## config.mk

```make
export PLATFORM = sky130hd
export DESIGN_NAME = uart_serdes
export DESIGN_NICKNAME = d
export VERILOG_FILES = /design/src/rtl/uart_serdes.sv
export SDC_FILE = /design/constraint.sdc
export NUM_CORES = 1
export LEC_CHECK = 0
export BUFFER_PORTS_ARGS = -buffer_cell sky130_fd_sc_hd__buf_4
export CAP_MARGIN = 20
export CORE_ASPECT_RATIO = 0.6
export CORE_MARGIN = 10
export CORE_UTILIZATION = 55
export CTS_CLUSTER_DIAMETER = 120
export DETAILED_ROUTE_END_ITERATION = 10
export MAX_ROUTING_LAYER = met4
export PLACE_DENSITY = 0.75
export SLEW_MARGIN = 25
export SYNTH_ARGS = -nofsm -noshare
export SYNTH_HDL_FRONTEND = slang
export SYNTH_SLANG_ARGS = --single-unit
export TNS_END_PERCENT = 1
```

## constraint.sdc

```tcl
create_clock -name clk -period 2.1 [get_ports clk]
set_input_delay 0.21 -clock clk [delete_from_list [all_inputs] [get_ports clk]]
set_output_delay 0.21 -clock clk [all_outputs]
set_load 0.1 [all_outputs]
```

## src/rtl/uart_serdes.sv

```systemverilog
// uart_serdes: 8N1 UART transmitter/receiver core clocked from an integer baud divider.
// RX samples mid-bit through a 2-flop synchronizer; TX drives a registered pin.
module uart_serdes #(
    parameter int baud_rate    = 115200,
    parameter int sys_clk_freq = 16000000
) (
    input  logic       clk,
    input  logic       rst,
    input  logic       rx,
    output logic       tx,
    input  logic       transmit,
    input  logic [7:0] tx_byte,
    output logic       received,
    output logic [7:0] rx_byte,
    output logic       is_receiving,
    output logic       is_transmitting,
    output logic       recv_error
);
    localparam int DIV  = sys_clk_freq / baud_rate;
    localparam int HALF = DIV / 2;
    localparam int CW   = $clog2(DIV);
    localparam logic [CW-1:0] CNT_LAST  = CW'(DIV - 1);
    localparam logic [CW-1:0] HALF_LAST = CW'(HALF - 1);

    generate
        if (DIV < 4) begin : g_div_check
            $error("uart_serdes: sys_clk_freq/baud_rate must be >= 4");
        end
    endgenerate

    typedef enum logic [2:0] {R_IDLE, R_START, R_DATA, R_STOP, R_WAIT} rx_state_t;
    typedef enum logic [1:0] {T_IDLE, T_START, T_DATA, T_STOP} tx_state_t;

    rx_state_t     r_state, r_next;
    tx_state_t     t_state, t_next;
    logic [1:0]    rx_sync;
    logic          rx_s;
    logic [CW-1:0] r_cnt, t_cnt;
    logic [2:0]    r_bit, t_bit;
    logic [7:0]    r_shift, t_data;
    logic          r_tick_half, r_tick_full, t_tick;

    assign rx_s        = rx_sync[1];
    assign r_tick_half = (r_cnt == HALF_LAST);
    assign r_tick_full = (r_cnt == CNT_LAST);
    assign t_tick      = (t_cnt == CNT_LAST);

    always_ff @(posedge clk) begin
        if (rst) begin
            r_state <= R_IDLE;
            t_state <= T_IDLE;
        end else begin
            r_state <= r_next;
            t_state <= t_next;
        end
    end

    always_comb begin
        r_next = r_state;
        case (r_state)
            R_IDLE:  if (!rx_s) r_next = R_START;
            R_START: if (r_tick_half) r_next = rx_s ? R_IDLE : R_DATA;
            R_DATA:  if (r_tick_full && r_bit == 3'd7) r_next = R_STOP;
            R_STOP:  if (r_tick_full) r_next = rx_s ? R_IDLE : R_WAIT;
            R_WAIT:  if (rx_s) r_next = R_IDLE;
            default: r_next = R_IDLE;
        endcase
    end

    always_comb begin
        t_next = t_state;
        case (t_state)
            T_IDLE:  if (transmit) t_next = T_START;
            T_START: if (t_tick) t_next = T_DATA;
            T_DATA:  if (t_tick && t_bit == 3'd7) t_next = T_STOP;
            T_STOP:  if (t_tick) t_next = T_IDLE;
            default: t_next = T_IDLE;
        endcase
    end

    always_comb begin
        is_receiving    = (r_state != R_IDLE);
        is_transmitting = (t_state != T_IDLE);
    end

    // RX datapath: the counter restarts on every state change and every full bit period
    always_ff @(posedge clk) begin
        if (rst) begin
            rx_sync    <= 2'b11;
            r_cnt      <= '0;
            r_bit      <= '0;
            r_shift    <= '0;
            received   <= 1'b0;
            rx_byte    <= '0;
            recv_error <= 1'b0;
        end else begin
            rx_sync  <= {rx_sync[0], rx};
            received <= 1'b0;
            if (r_state != r_next || r_tick_full || r_state == R_IDLE || r_state == R_WAIT)
                r_cnt <= '0;
            else
                r_cnt <= r_cnt + CW'(1);
            if (r_state == R_START)
                r_bit <= '0;
            if (r_state == R_DATA && r_tick_full) begin
                r_shift <= {rx_s, r_shift[7:1]};
                r_bit   <= r_bit + 3'd1;
            end
            if (r_state == R_STOP && r_tick_full) begin
                if (rx_s) begin
                    rx_byte    <= r_shift;
                    received   <= 1'b1;
                    recv_error <= 1'b0;
                end else begin
                    recv_error <= 1'b1;
                end
            end
        end
    end

    // TX datapath: tx is computed one edge ahead so the pin is a plain flop
    always_ff @(posedge clk) begin
        if (rst) begin
            tx     <= 1'b1;
            t_cnt  <= '0;
            t_bit  <= '0;
            t_data <= '0;
        end else begin
            t_cnt <= (t_state == T_IDLE || t_tick) ? '0 : t_cnt + CW'(1);
            case (t_state)
                T_IDLE: begin
                    tx <= ~transmit;
                    if (transmit) t_data <= tx_byte;
                end
                T_START: begin
                    if (t_tick) begin
                        tx    <= t_data[0];
                        t_bit <= '0;
                    end
                end
                T_DATA: begin
                    if (t_tick) begin
                        t_bit <= t_bit + 3'd1;
                        if (t_bit == 3'd7) begin
                            tx <= 1'b1;
                        end else begin
                            tx     <= t_data[1];
                            t_data <= t_data >> 1;
                        end
                    end
                end
                default: ;
            endcase
        end
    end
endmodule

```

# Yosys cells after proc, flatten, opt, wreduce, memory -nomap -nowiden
# Index checks and enable logic that the tools add are counted.
# W data, S select, Z words.
# classes
addsub	4
mux	28
bitwise	2
n_reduce_logical	24
eq_ne	19
# ops
cell	n
$mux W3	10
$mux W8	3
$add A8 B1 Y8 const B	2
$eq A8 B8 Y1 const B	2
$pmux W8 S2	1
$pmux W3 S5	1
$ne A2 B2 Y1 const B	6
$mux W2	5
$eq A3 B3 Y1 const B	3
$eq A8 B7 Y1 const B	1
$pmux W2 S4	1
$reduce_and A4 Y1	2
$reduce_bool A2 Y1	4
$add A3 B1 Y3 const B	2
$eq A3 B2 Y1 const B	2
$pmux W3 S2	1
$reduce_and A3 Y1	2
$reduce_bool A3 Y1	2
$reduce_or A2 Y1	3
$mux W1	5
$eq A2 B2 Y1 const B	2
$logic_and A1 B1 Y1	4
$logic_or A1 B1 Y1	4
$eq A3 B1 Y1 const B	1
other kinds (7)	8
# totals
in_bits	12
out_inout_bits	13
regBits	56

# Logic depth before layout (Yosys ltp)
# logic_depth
depth_word	9
depth_mapped	8

# Worst setup path after synthesis
# No wires, ideal clock.
# synth_timing
kind	register to register
startpoint	register t_state[0]
endpoint	register t_data[5]
t_arrival_ps	1660
setup_ps	70
path_slack_ps	371
period_less_slack_ps	1729
stages_incl_launch_ff	9
required_ps	2030
path_cell_list	dfxtp_1 inv_1 ha_1 clkbuf_8 and2b_2 a41oi_4 buf_6 or3_1 a21oi_1
# synth_via
elab_chain_len	3
word_cells_on_any_way	8
# synth_rtl
item	line	source
start: declaration	35	tx_state_t t_state, t_next;
start signal: assignment	54	t_state <= t_next;
$eq A2 B2 Y1 / $logic_not A2 Y1 (equally long branches)	130	case (t_state)
$ne A2 B2 Y1 (no source line) / $reduce_bool A2 Y1 (equally long branches)	-	
$reduce_and A4 Y1 (no source line)	-	
end signal: assignment	133	if (transmit) t_data <= tx_byte;
end signal: assignment	148	t_data <= t_data >> 1;
end: declaration	40	logic [7:0] r_shift, t_data;
# Several ways; a longest one is shown, not always the timed one.
# A chain may end at the register's enable or synchronous reset.

# Worst setup path in the final report
# layout_timing
startpoint	register t_state[0]
endpoint	register t_data[1]
# The elaborated chain is that of the path after synthesis.

==> flow_summary.toml <==
[sta]
fin_crit_sh_pct = 94.3
rsz0062_at_grt = "no"
fin_tns_setup_ps = 0
skew_ps = 7.46
holdWs_ps = 74.2
tightest_slew_ps = 764
period_needed_ps = 1980
fmax_mhz = 505
setup_viol = 0
hold_viol_final = 0
drv_slew = 0
maxSlewHeadroom_pct = 48.3

[global_routing]
use_met1_pct = 20.8
globalRouteMet3Util_pct = 3.67
use_met2_pct = 18.6
grt_util_all_layers_pct = 14.2
busiest_layer = "met1"
grt_overflow = 0
grt_start_max_net_pins = 37
grt_pass1_vias = 1870
grt_pass1_wl_um = 9080
antenna_found_initial = 0

[pwr]
p_per_area_nw_per_um2 = 959
clkPwrFrac_pct = 21.8
cellInternalPower_mw = 1.76
combPwrFrac_pct = 34.7
totalPowerFinal_mw = 2.83
power.leakage_nw = 1.18
ir_drop_v = 0.000560
netSwitchingPower_mw = 1.07
pwr-share-seq_pct = 43.4
swShare_pct = 37.9

[placement]
routabilityCongestion = 0.859
dp_hpwl_um = 3920
io_buffer_count = 24

[worst_setup_path]
critPathRequiredTime_ps = 2350
worstSetupPathType = "reg -> reg"
critPathBufInv = 1
path_cells = "inv_1 > ha_1 > and2b_2 > a41oi_4 > or3_2 > a21oi_1"
end_kind = "flip-flop"
worstPathArrival_ps = 2230
crit_fanout = 15
cp_top_family = "simple AND/OR/NAND/NOR gates"
slowest_delay_ps = 520
worst_setup_path_start_kind = "flip-flop"
critPathSlowestCell = "or3_2"

[routing]
wl_um = 5360
drtIter0Drc = 106
final_antenna_net_count = 0
drc_errors = 0
drt-pass1-iter-count = 4
vias = 2037
vias_per_cell = 5.66
wl_per_cell_um = 14.9

[cells_and_area]
area_growth_pct = 11.3
fill_cells = 403
diodes = 0
final_nets = 321
drive_above_1_share_pct = 19.9

[synthesis]
synth_cell_type_count = 53
synth.ff_latch_count = 56
syn_nets = 297
synth_top_cells_by_count = "dfxtp_1, nor2_1, a21oi_1"
synth_warnings = 0
syn-instance-count = 272
synth_edf_count = 0
ys_top_cells_by_area = "dfxtp_1, mux2i_1, ha_1"
synth_area_sq_um = 2650
synth-seq-area-share_pct = 42.3
synth-main-ff-cell = "dfxtp_1"
synth_top_area_share_pct = 42.3
synth_area_per_cell_sq_um = 9.75
yosysTopAreaCell = "dfxtp_1"
async_flop_share_pct = 0
yosysMostFrequentCell = "dfxtp_1"

[job]
maxCapViolations = 0

[clock_tree]
clockRootBuffer = "clkbuf_8"
numCtsBuffers = 5
ctsResizeCount = 0
clk_pin_slew_worst_paths_ps = 100
clk_latency_ps = 310
cts_setup_buffers = 0
hold_buffers = 0
cts_sinks = 56
cts_tree = "yes"
cts_buffer_depth = 2
h-tree-depth = 2

[floorplanning]
pin_count = 25
core_area_sq_um = 4610
die_height_um = 73.8
initial_core_util_pct = 57.5
rows = 19
die_x_um = 110
dieArea_sq_um = 8090

[outcome]
status = "completed"

[min_path]
hold_path.class = "in -> reg"
[final cells by class]
| type | count | area (sq um) | area share (%) |
|---|---|---|---|
| multi-input cells | 194 | 1400 | 47.3 |
| flip-flops and latches | 56 | 1120 | 38.0 |
| repair buffers | 30 | 225 | 7.63 |
| well taps | 63 | 78.8 | 2.67 |
| clock buffers | 5 | 68.8 | 2.33 |
| inverters | 9 | 33.8 | 1.14 |
| clock inverters | 3 | 27.5 | 0.933 |
[stage by stage]
step	instances	cell area, sq um	utilization (%)	setup WS [ps]
3_3_place_gp	352	2850	61.9	234
4_1_cts	360	2950	63.9	133
6_report	360	2950	64.0	119
2_1_floorplan	272	2650	-	371
5_1_grt	360	2950	64.0	7.70
3_5_place_dp	352	2850	61.9	144
[worst paths after layout]
kind,slack [ps],startpoint,cells after the start,endpoint
worst min register to register,420,rx_sync[0],1,rx_sync[1]
worst max register to register,120,t_state[0],6,t_data[1]
worst min-delay path,70,rx,2,rx_sync[0]
worst max-delay path,120,t_state[0],6,t_data[1]
[registers in the layout, indices dropped and copies added, names as in the netlist]
| register | cells |
|---|---|
| r_bit | 3 |
| r_cnt | 8 |
| r_shift | 8 |
| r_state | 3 |
| received | 1 |
| recv_error | 1 |
| rx_byte | 8 |
| rx_sync | 2 |
| t_bit | 3 |
| t_cnt | 8 |
| t_data | 8 |
| t_state | 2 |
| tx | 1 |
[logic make-up (layout without fill, tap and decap cells)]
kind of cell / after synthesis / in the layout / synth area share, %
fa+ha+maj: 13 / 13 / 6.13
flops: 56 / 56 / 42.3
xor+xnor: 12 / 12 / 3.96
simple gates: 97 / 97 / 21.5
buf+inv: 22 / 47 / 5.19
mux: 18 / 18 / 6.84
compound gates: 54 / 54 / 14.2
[cells in the final DEF, fill, tap and decap left out, types with 2 or more instances in the layout]
master	synthesis	routed
or3_1	4	4
mux2i_1	17	17
or2_2	2	2
dfxtp_1	56	56
ha_1	13	13
and3_1	2	2
xnor2_1	2	2
nor2b_1	4	3
o21ai_0	14	14
nor3_1	9	9
nand3_1	17	17
nor2_1	25	25
nand4_1	4	4
buf_4	2	30
nor3b_1	3	3
a21oi_1	20	20
xor2_1	10	10
nand2_1	6	6
a22o_1	8	8
a32oi_1	2	2
inv_1	9	9
nor4bb_1	2	2
or3_2	5	5
clkbuf_8	3	5
[power by group through the flow]
| stage | Combinational, mW | Sequential, mW | Clock [mW] |
|---|---|---|---|
| CTS | 0.973 | 1.23 | 0.639 |
| global placement | 0.940 | 1.25 | 0 |
| detailed placement | 0.968 | 1.25 | 0 |
| floorplan | 0.775 | 1.28 | 0 |
| global route | 1.07 | 1.24 | 0.679 |
| finish | 0.984 | 1.23 | 0.618 |
[per-layer routing]
| layer | wire [um] | part of all wire (%) |
|---|---|---|
| met4 | 48 | 0.90 |
| met3 | 258 | 4.8 |
| met5 | 0 | 0 |
| met1 | 3020 | 56 |
| met2 | 2030 | 38 |
(Power assumes the default switching activity.)
